### src/rtl/walk_on_req_n.sv
// Purpose : one-hot LED walker (bounce or one-way sweeps) started by a synchronised rising edge of i_req.
// Latency : o_led[0] lights SYNC_STAGES+2 edges after the first edge that samples i_req high.
// Backpres: none; one start may queue behind an active walk, further starts are dropped.
//
// Ports:
//   i_clk, i_rst     clock; asynchronous active-high reset
//   i_req            asynchronous request, rising edge starts a walk
//   i_mode           0 = bounce, 1 = one-way (sampled at walk start)
//   i_repeats        number of extra sweeps (sampled at walk start)
//   i_abort          synchronous abort, wins over everything else
//   o_led            registered one-hot light, zero when idle
//   o_busy           registered, high while walking
//   o_done           registered one-cycle pulse on normal completion
module walk_on_req_n #(
    parameter int N_LEDS       = 4,
    parameter int DIV_WIDTH    = 2,
    parameter int REPEAT_WIDTH = 2,
    parameter int SYNC_STAGES  = 2
) (
    input  logic                    i_clk,
    input  logic                    i_rst,
    input  logic                    i_req,
    input  logic                    i_mode,
    input  logic [REPEAT_WIDTH-1:0] i_repeats,
    input  logic                    i_abort,
    output logic [N_LEDS-1:0]       o_led,
    output logic                    o_busy,
    output logic                    o_done
);

    localparam int KW = $clog2(2 * N_LEDS);

    // Last step index of a sweep for each mode.
    localparam logic [KW-1:0] K_LAST_ONEWAY = KW'(N_LEDS - 1);
    localparam logic [KW-1:0] K_LAST_BOUNCE = KW'(2 * N_LEDS - 3);

    typedef enum logic {
        S_IDLE = 1'b0,
        S_WALK = 1'b1
    } state_t;

    // ------------------------------------------------------------------
    // Request synchroniser and edge detect.
    // Stages and the "last" flop reset to 1 so a request already high
    // when reset releases is not mistaken for a new rising edge.
    // r_start_q is a retiming stage between the edge detector and the FSM.
    // ------------------------------------------------------------------
    logic [SYNC_STAGES-1:0] r_sync;
    logic                   r_last;
    logic                   r_start;
    logic                   r_start_q;
    logic                   w_sync_out;

    assign w_sync_out = r_sync[SYNC_STAGES-1];

    always_ff @(posedge i_clk or posedge i_rst) begin
        if (i_rst) begin
            r_sync    <= '1;
            r_last    <= 1'b1;
            r_start   <= 1'b0;
            r_start_q <= 1'b0;
        end else begin
            r_sync    <= {r_sync[SYNC_STAGES-2:0], i_req};
            r_last    <= w_sync_out;
            r_start   <= w_sync_out & ~r_last;
            r_start_q <= r_start;
        end
    end

    // ------------------------------------------------------------------
    // Walk state
    // ------------------------------------------------------------------
    state_t                  r_state;
    logic [KW-1:0]           r_k;
    logic [DIV_WIDTH-1:0]    r_div;
    logic [REPEAT_WIDTH-1:0] r_sweeps;
    logic                    r_mode;
    logic                    r_pending;

    state_t                  w_state_nxt;
    logic [KW-1:0]           w_k_nxt;
    logic [DIV_WIDTH-1:0]    w_div_nxt;
    logic [REPEAT_WIDTH-1:0] w_sweeps_nxt;
    logic                    w_mode_nxt;
    logic                    w_pending_nxt;
    logic                    w_busy_nxt;
    logic                    w_done_nxt;
    logic [N_LEDS-1:0]       w_led_nxt;
    logic                    w_stb;
    logic [KW-1:0]           w_k_last;

    assign w_stb    = (r_div == '1);
    assign w_k_last = r_mode ? K_LAST_ONEWAY : K_LAST_BOUNCE;

    // Step index to LED: rising half is k itself, falling half mirrors back.
    function automatic logic [N_LEDS-1:0] led_of_k(input logic [KW-1:0] k);
        logic [KW-1:0] pos;
        if (k < KW'(N_LEDS)) begin
            pos = k;
        end else begin
            pos = KW'(2 * N_LEDS - 2) - k;
        end
        return {{(N_LEDS-1){1'b0}}, 1'b1} << pos;
    endfunction

    always_comb begin
        w_state_nxt   = r_state;
        w_k_nxt       = r_k;
        w_div_nxt     = r_div + 1'b1;   // free-running, wraps naturally
        w_sweeps_nxt  = r_sweeps;
        w_mode_nxt    = r_mode;
        w_pending_nxt = r_pending;
        w_done_nxt    = 1'b0;

        case (r_state)
            S_IDLE: begin
                // An abort on the same edge swallows the start.
                if (r_start_q && !i_abort) begin
                    w_state_nxt   = S_WALK;
                    w_k_nxt       = '0;
                    w_div_nxt     = '0;
                    w_mode_nxt    = i_mode;
                    w_sweeps_nxt  = i_repeats;
                    w_pending_nxt = 1'b0;
                end
            end
            S_WALK: begin
                if (i_abort) begin
                    w_state_nxt   = S_IDLE;
                    w_k_nxt       = '0;
                    w_pending_nxt = 1'b0;
                end else begin
                    if (r_start_q) begin
                        w_pending_nxt = 1'b1;
                    end
                    if (w_stb) begin
                        if (r_k != w_k_last) begin
                            w_k_nxt = r_k + 1'b1;
                        end else if (r_sweeps != '0) begin
                            w_sweeps_nxt = r_sweeps - 1'b1;
                            w_k_nxt      = '0;
                        end else begin
                            w_done_nxt = 1'b1;
                            w_k_nxt    = '0;
                            // A start landing on the completion edge is treated
                            // like a queued one so it is not lost.
                            if (r_pending || r_start_q) begin
                                w_div_nxt     = '0;
                                w_mode_nxt    = i_mode;
                                w_sweeps_nxt  = i_repeats;
                                w_pending_nxt = 1'b0;
                            end else begin
                                w_state_nxt   = S_IDLE;
                                w_pending_nxt = 1'b0;
                            end
                        end
                    end
                end
            end
            default: begin
                w_state_nxt = S_IDLE;
            end
        endcase

        w_busy_nxt = (w_state_nxt == S_WALK);
        w_led_nxt  = w_busy_nxt ? led_of_k(w_k_nxt) : '0;
    end

    always_ff @(posedge i_clk or posedge i_rst) begin
        if (i_rst) begin
            r_state   <= S_IDLE;
            r_k       <= '0;
            r_div     <= '0;
            r_sweeps  <= '0;
            r_mode    <= 1'b0;
            r_pending <= 1'b0;
            o_led     <= '0;
            o_busy    <= 1'b0;
            o_done    <= 1'b0;
        end else begin
            r_state   <= w_state_nxt;
            r_k       <= w_k_nxt;
            r_div     <= w_div_nxt;
            r_sweeps  <= w_sweeps_nxt;
            r_mode    <= w_mode_nxt;
            r_pending <= w_pending_nxt;
            o_led     <= w_led_nxt;
            o_busy    <= w_busy_nxt;
            o_done    <= w_done_nxt;
        end
    end

endmodule

### config.mk
export PLATFORM = sky130hd
export DESIGN_NAME = walk_on_req_n
export DESIGN_NICKNAME = d
export VERILOG_FILES = /design/src/rtl/walk_on_req_n.sv
export SDC_FILE = /design/constraint.sdc
export NUM_CORES = 1
export LEC_CHECK = 0
export CAP_MARGIN = 30
export CORE_ASPECT_RATIO = 0.9
export CORE_MARGIN = 5
export CORE_UTILIZATION = 47
export DETAILED_ROUTE_END_ITERATION = 6
export HOLD_SLACK_MARGIN = 0.06
export PLACE_DENSITY = 0.73
export REMOVE_ABC_BUFFERS = 1
export SETUP_SLACK_MARGIN = 0.05
export SLEW_MARGIN = 20
export SYNTH_ARGS = -nofsm -noshare
export SYNTH_HDL_FRONTEND = slang
export SYNTH_SLANG_ARGS = --single-unit
### constraint.sdc
create_clock -name i_clk -period 2 [get_ports i_clk]
set_input_delay 0.4 -clock i_clk [delete_from_list [all_inputs] [get_ports i_clk]]
set_output_delay 0.4 -clock i_clk [all_outputs]
set_load 0.02 [all_outputs]
==> impl_metrics.yaml, run 1 <==
routing:
  wl_per_cell_um: 14.4
  antenna_left: 0
  vias: 735
  vias_per_cell: 5.36
  first_pass_iters: 4
  drt_iter0_drc: 6
  drc: 0
  routed_wirelength_um: 1970
global_route:
  first_global_vias: 744
  grt_max_degree: 15
  grt_overflow: 0
  grt.total_usage_pct: 14.1
  antenna_found_initial: 0
  grt_first_pass_wirelength_um: 3180
flow_run:
  cap_violations: 0
finish:
  mostFrequentLayoutCells: "dfrtp_1, buf_4, clkdlybuf4s50_1"
  ff_latch_area_um2: 507
  finish.instance_area_mm2: 0.00130
  fillers: 145
  area_delta_synth_final_pct: 37.7
  final_common_cell: "dfrtp_1"
  diodes: 0
  drive_gt1_share_pct: 36.6
  final_cells: 137
  multi_input_area_um2: 469
  final_nets: 124
sta:
  final.min_clock_period_ps: 1910
  slew_viol_final: 0
  fmax_mhz: 523
  fin_crit_sh_pct: 95.5
  finalHoldViolCount: 0
  clock_skew_ps: 1.69
  rsz0062_at_grt: "false"
  tightest_slew_ps: 359
  relSlewSlack_pct: 76.1
  setup_viol: 0
die:
  io_pins: 13
  rows: 15
  coreArea_mm2: 0.00191
  start_util_pct: 49.4
  dieArea_mm2: 0.00301
  die_y_um: 52.6
  chipWidth_um: 57.3
critical_path:
  crit_required_ps: 2200
  path_class: "reg -> reg"
  crit_chain: "ha_2 > a41oi_2 > a21oi_2 > ha_2 > nor2_1 > mux2_2 > and3_1"
  worst-path-buf-inv: 0
  cpLargestDelayFamily: "adder cells"
  slowest_stage: "dfrtp_2"
  slowest_delay_ps: 470
  path_max_fanout: 7
  timing.critical_path.to_type: "register"
  critPathLaunchType: "register"
  worstPathArrival_ps: 2110
  cpMostUsedCell: "ha_2"
clock_network:
  cts_buffer_depth: 2
  hold_buffers: 0
  cts_tree: "done"
  clockRootBuffer: "clkbuf_4"
  cts_buffers: 3
  cts.sinks: 20
  insertion_delay_ps: 300
  clk_pin_slew_ps: 110
  htreeDepth: 1
yosys:
  async_reset_ff_share_pct: 100
  postSynthAreaPerCell_um2: 11.4
  netlist.area_leader.share_pct: 45.0
  syn_inst: 83
  ys_warn_count: 0
  synth_area_leaders: "dfrtp_1, dfstp_2, ha_1, nand2_1, a21oi_1"
  synth-main-ff-cell: "dfrtp_1"
  seq_area_frac_synth_pct: 53.3
  synth_seq_cells: 20
  ys_types: 37
  synth_area_um2: 946
  synth_edf_count: 0
  synth.largest_area_cell: "dfrtp_1"
run_status:
  outcome: "finished clean"
power_and_ir_drop:
  ir_drop_uv: 709
  power_leakage_nw: 0.586
  p_comb_share_pct: 22.6
  power_density_mw_per_mm2: 825
  sw_frac_of_total_pct: 27.1
  clkPwrFrac_pct: 30.1
  internal_power_mw: 0.783
  p_sw_mw: 0.291
  total_power_mw: 1.07
  p_seq_share_pct: 47.4
placement:
  detailed_place.area_mm2: 0.00119
  gp_congestion: 0.867
  dpl.hpwl_um: 1400
  place_inst: 132
  numPortBuffers: 12
min_path:
  worstHoldPathType: "in -> async"
==> per-layer routing <==
metal | routed length, um | up-vias | GRT usage (%)
met1 | 850 | 356 | 16.4
li1 | - | 361 | -
met3 | 98 | 0 | 5.42
met5 | 0 | - | 0
met4 | 0 | 0 | 2.32
met2 | 1020 | 18 | 24.9
==> kinds of logic after synthesis <==
group,share of synthesized area [%]
AOI/OAI and AO/OA,17.1
xor gates and xnor gates,1.85
adders and majority gates,5.29
buffers and inverters,1.98
DFF,53.3
muxes,2.38
and+or+nand+nor,18.1
==> timing repair <==
| action | in CTS | in global routing |
|---|---|---|
| setup endpoints to repair | 2 | 3 |
| setup buffers | 0 | 1 |
| resized for setup | 3 | 14 |
| endpoints found under the hold margin | 0 | 0 |
| pin swaps | 0 | 4 |
==> worst paths after layout <==
kind                                 from         to  slack [ps]  depth (start not counted)
worst min-delay path                i_rst   o_led[1]         310                          2
worst max register to register     r_k[1]   o_led[2]          90                          7
min in group i_clk              r_sync[0]  r_sync[1]         360                          0
max in group asynchronous           i_rst  r_sync[0]        1170                          3
worst max-delay path               r_k[1]   o_led[2]          90                          7
worst min register to register  r_sync[0]  r_sync[1]         360                          0
==> through the flow <==
stage	setup slack (ps)	hold slack, ps	util [%]	setup TNS [ps]
final	89.6	306	68.0	0
after global routing	36.0	299	68.0	0
after CTS	56.4	294	65.3	0
after detailed placement	-342	343	62.2	-717
after global placement	-307	336	62.2	-697
after floorplan	-68.2	331	-	-102
==> power groups by stage <==
stage	Clock (mW)	Sequential [mW]	Combinational, mW
after floorplan	0	0.515	0.112
after global placement	0	0.511	0.205
after detailed placement	0	0.514	0.213
after CTS	0.337	0.506	0.220
after global routing	0.353	0.515	0.272
final	0.323	0.509	0.242
==> state kept, by name, summed over array words and instances, names as in the netlist, 2 cells and up <==
name	count
o_led	4
r_k	3
r_div	2
r_sweeps	2
r_sync	2
==> final cells by class <==
cell class,count,share of cell area (%)
clock buffers,3,1.73
multi-input cells,58,36.0
inverters,4,1.15
clock inverters,1,2.31
flip-flops and latches,20,38.9
repair buffers,26,17.5
well taps,25,2.40
==> synthesized netlist by cell type, drive strengths merged, types with 3 or more instances <==
cell type,n
dfrtp,17
and3,3
o21ai,5
o211ai,3
nand2,7
a21oi,5
dfstp,3
nor2b,3
ha,4
nor2,3
inv,4
No activity file was read; power rests on OpenSTA's default activity.
==> run 2: changes to the inputs <==
- CORE_UTILIZATION: 47 -> 50
- CTS_BUF_LIST: not set -> sky130_fd_sc_hd__clkbuf_4 sky130_fd_sc_hd__clkbuf_8
- PLACE_DENSITY: 0.73 -> 0.77
- SKIP_LAST_GASP: not set -> 1
==> run 2 against run 1 <==
Compared with the run above: via count increased by 3.5%; sequential cell count stayed put; highest routed layer is now met4; clock skew hardly changed; combinational power hardly changed.
==> impl_metrics.yaml, run 2 (same netlist as run 1, synthesis figures left out) <==
run_status:
  outcome: "finished clean"
routing:
  drt_iter0_drc: 26
  antenna_left: 0
  vias_per_cell: 5.47
  wl_per_cell_um: 15.3
  drc: 0
  first_pass_iters: 4
  routed_wirelength_um: 2130
  vias: 761
clock_network:
  clockRootBuffer: "clkbuf_4"
  insertion_delay_ps: 310
  cts.sinks: 20
  htreeDepth: 1
  cts_tree: "done"
  cts_buffer_depth: 2
  cts_buffers: 3
  hold_buffers: 0
  clk_pin_slew_ps: 110
die:
  start_util_pct: 50.9
  io_pins: 13
  die_y_um: 51.3
  rows: 15
  coreArea_mm2: 0.00186
  dieArea_mm2: 0.00286
  chipWidth_um: 55.8
global_route:
  grt.total_usage_pct: 14.9
  grt_util_met2_pct: 25.0
  antenna_found_initial: 0
  grt_first_pass_wirelength_um: 3240
  met1_usage_pct: 16.5
  grt_overflow: 0
  grt_use_met3_pct: 6.82
  grt_max_degree: 21
  first_global_vias: 749
  top_usage_layer: "met2"
sta:
  slew_viol_final: 0
  relSlewSlack_pct: 74.8
  fmax_mhz: 535
  finalHoldViolCount: 0
  setup_viol: 0
  rsz0062_at_grt: "true"
  final.setup.worst_slack_ps: 130
  setup_tns_ps: 0
  fin_crit_sh_pct: 93.5
  clock_skew_ps: 1.77
  tightest_slew_ps: 373
  whs_ps: 359
  final.min_clock_period_ps: 1870
critical_path:
  worstPathArrival_ps: 2080
  timing.critical_path.to_type: "register"
  crit_required_ps: 2210
  path_max_fanout: 7
  path_class: "reg -> reg"
  critPathLaunchType: "register"
finish:
  largest_register: "o_led"
  diodes: 0
  largest_reg_flops: 4
  drive_gt1_share_pct: 34.2
  top_regs: "o_led (4), r_k (3)"
  final_nets: 126
  mostFrequentLayoutCells: "dfrtp_1, buf_4, clkdlybuf4s50_1"
  fillers: 128
  fin_util_pct: 70.4
  multi_input_area_um2: 467
  area_delta_synth_final_pct: 38.4
  ff_latch_area_um2: 505
flow_run:
  cap_violations: 0
placement:
  gp_congestion: 0.858
  dp_slack_ps: -350
  numPortBuffers: 12
  dpl.hpwl_um: 1400
power_and_ir_drop:
  power_leakage_nw: 0.591
  ir_drop_uv: 623
  power_density_mw_per_mm2: 831
  total_power_mw: 1.09
min_path:
  worstHoldPathType: "reg -> reg"
[run 2: worst max-delay path: stages (launching register included)]
cell	delay (ps)
dfrtp_2	480
ha_4	300
nand4_1	120
a21oi_2	190
ha_2	290
and3b_1	170
o211a_1	210
[run 2: per-layer routing]
layer	share of wire [%]	vias up	routed length (um)
li1	-	366	-
met1	42	370	893
met2	52	21	1100
met3	5.3	4	114
met4	0.89	0	19
met5	0	-	0
[run 2: final cells by class]
class,count,share of cell area [%]
inverters,4,1.15
clock inverters,1,2.29
flip-flops and latches,20,38.6
clock buffers,3,1.72
repair buffers,28,18.2
multi-input cells,58,35.7
well taps,25,2.39
[run 2: path summary, 6_finish.rpt]
| kind | startpoint | end | cells after the start | slack, ps |
|---|---|---|---|---|
| hold / removal | r_start | r_start_q | 0 | 360 |
| setup reg to reg | r_k[1] | o_led[0] | 6 | 130 |
| hold reg to reg | r_start | r_start_q | 0 | 360 |
| setup / recovery | r_k[1] | o_led[0] | 6 | 130 |
| min in group asynchronous | i_rst | o_led[1] | 3 | 400 |
| max in group asynchronous | i_rst | r_last | 3 | 1340 |
[run 2: per-stage QoR]
stage,instance area (um2),std cells
2_1_floorplan,942,82
3_3_place_gp,1180,131
3_5_place_dp,1180,131
4_1_cts,1230,135
5_1_grt,1310,139
6_report,1310,139
[run 2: power by group]
group	leakage, nW	internal [mW]	switching [mW]
clock	0.0279	0.203	0.130
combinational	0.311	0.126	0.116
sequential	0.252	0.458	0.0547
[run 2: what timing repair did]
item                                    in CTS  in global routing
resized for setup                            3                 11
pin swaps                                    0                  5
endpoints found under the setup margin       3                  3
setup buffers                                0                  4
==> run 3: changes to the inputs <==
- CORE_MARGIN: 5 -> not set
- SKIP_LAST_GASP: 1 -> not set
==> run 3 against run 2 <==
Compared with the run above: final cell count shrank 1.4%; first-iteration DRC count is 42% lower; critical path depth up 2; sequential share of layout area up 0.34 points; combinational power fell by 5%; maximum frequency fell by 1.7%; clock skew up 5.3 ps; global-route usage grew 5.5 points; worst hold slack better by 3.8 ps; sequential cell count is the same.
==> impl_metrics.yaml, run 3 (same netlist as run 1, synthesis figures left out) <==
die:
  chipWidth_um: 47.8
  start_util_pct: 55.1
  die_y_um: 43.3
  dieArea_mm2: 0.00207
  coreArea_mm2: 0.00172
  io_pins: 13
  rows: 14
finish:
  fillers: 129
  top_regs: "o_led (4), r_k (3)"
  drive_gt1_share_pct: 34.5
  area_delta_synth_final_pct: 37.8
  largest_register: "o_led"
  final_common_cell: "buf_4"
  final_cells: 137
  final_nets: 125
  largest_reg_flops: 4
  diodes: 0
  mostFrequentLayoutCells: "buf_4, dfrtp_1, clkdlybuf4s50_1"
critical_path:
  path_class: "reg -> reg"
  r2r_slack_ps: 100
  worstPathArrival_ps: 2110
  path_max_fanout: 4
  worstSetupStartpoint: "r_div[0]"
  critPathLaunchType: "register"
  timing.critical_path.to_type: "register"
  crit_required_ps: 2210
  crit_end: "o_led[2]"
  reg2reg_from: "r_div[0]"
  reg2reg_depth: 8
  r2r-end: "o_led[2]"
global_route:
  grt_util_met2_pct: 34.6
  grt_max_degree: 21
  grt.total_usage_pct: 20.4
  top_usage_layer: "met2"
  grt_first_pass_wirelength_um: 2980
  grt_overflow: 0
  first_global_vias: 716
  antenna_found_initial: 0
  grt_use_met3_pct: 2.55
  met1_usage_pct: 26.9
sta:
  fmax_mhz: 526
  finalHoldViolCount: 0
  relSlewSlack_pct: 64.8
  setup_viol: 0
  fin_crit_sh_pct: 95.1
  clock_skew_ps: 7.09
  slew_viol_final: 0
  tightest_slew_ps: 528
  setup_tns_ps: 0
  final.min_clock_period_ps: 1900
placement:
  numPortBuffers: 12
  place_inst: 129
  gp_congestion: 0.841
  dpl.hpwl_um: 1400
power_and_ir_drop:
  ir_drop_uv: 641
  total_power_mw: 1.07
  power_density_mw_per_mm2: 818
  power_leakage_nw: 0.589
clock_network:
  cts.sinks: 20
  insertion_delay_ps: 300
  cts_buffers: 3
  cts_tree: "done"
  clockRootBuffer: "clkbuf_4"
  cts_buffer_depth: 2
  htreeDepth: 1
  clk_pin_slew_ps: 110
  hold_buffers: 0
flow_run:
  cap_violations: 0
routing:
  first_pass_iters: 4
  antenna_left: 0
  drt_iter0_drc: 15
  vias: 753
  vias_per_cell: 5.50
  drc: 0
  wl_per_cell_um: 14.1
  routed_wirelength_um: 1940
min_path:
  worstHoldPathType: "reg -> reg"
run_status:
  outcome: "finished clean"
[run 3: cell count changes in the layout (fill, tap and decap cells not counted), sizes merged]
cell,before,now
dlygate4sd2,2,0
clkdlybuf4s50,10,11
buf,16,15
dlymetal6s2s,0,1
[run 3: how the worst min path moves through the flow]
stage	startpoint	endpoint	slack, ps	depth (start not counted)
2_1_floorplan	r_start	r_start_q	330	0
3_3_place_gp	r_start	r_start_q	330	0
3_5_place_dp	r_start	r_start_q	340	0
4_1_cts	r_start	r_start_q	370	0
5_1_grt	r_sync[0]	r_sync[1]	370	0
6_report	r_start	r_start_q	360	0
[run 3: per-layer routing]
layer / vias up / share of wire (%) / wire length [um]
met1: 362 / 45 / 878
met3: 2 / 5.1 / 99
li1: 367 / - / -
met4: 0 / 0.93 / 18
met5: - / 0 / 0
met2: 22 / 49 / 941
[run 3: power by group]
part / internal (mW) / leakage (nW) / switching [mW] / total (mW)
registers: 0.459 / 0.250 / 0.0536 / 0.512
logic: 0.119 / 0.312 / 0.110 / 0.229
clock network: 0.203 / 0.0279 / 0.123 / 0.326
total: 0.780 / 0.589 / 0.286 / 1.07
[run 3: final cells by class]
cell class | instances | area (um2) | share of cell area, %
Timing Repair Buffer | 27 | 235 | 18.0
Clock buffer | 3 | 22.5 | 1.73
Multi-Input combinational cell | 58 | 463 | 35.5
Inverter | 4 | 15.0 | 1.15
Tap cell | 24 | 30.0 | 2.30
Sequential cell | 20 | 508 | 39.0
Clock inverter | 1 | 30.0 | 2.30
[run 3: repair_timing]
| item | 4_1_cts | 5_1_grt |
|---|---|---|
| endpoints found under the setup margin | 2 | 3 |
| buffers inserted | 0 | 4 |
| pin swaps | 0 | 1 |
| gates resized for setup | 4 | 9 |
[run 3: per-stage QoR]
| step | setup slack (ps) | hold WS, ps | instance area (um2) | utilization, % |
|---|---|---|---|---|
| 2_1_floorplan | -68.2 | 331 | 942 | - |
| 3_3_place_gp | -238 | 335 | 1170 | 68.4 |
| 3_5_place_dp | -278 | 340 | 1170 | 68.4 |
| 4_1_cts | 50.5 | 367 | 1230 | 71.9 |
| 5_1_grt | -1.35 | 370 | 1300 | 75.9 |
| 6_report | 98.2 | 363 | 1300 | 75.9 |
[run 3: critical path, cell delays in order, from the launching register on]
cell,delay (ps)
dfrtp_1,410
ha_2,220
o21ai_0,140
o21ai_0,110
a21oi_1,230
ha_2,230
nor2_1,50
mux2_2,250
and3_1,170
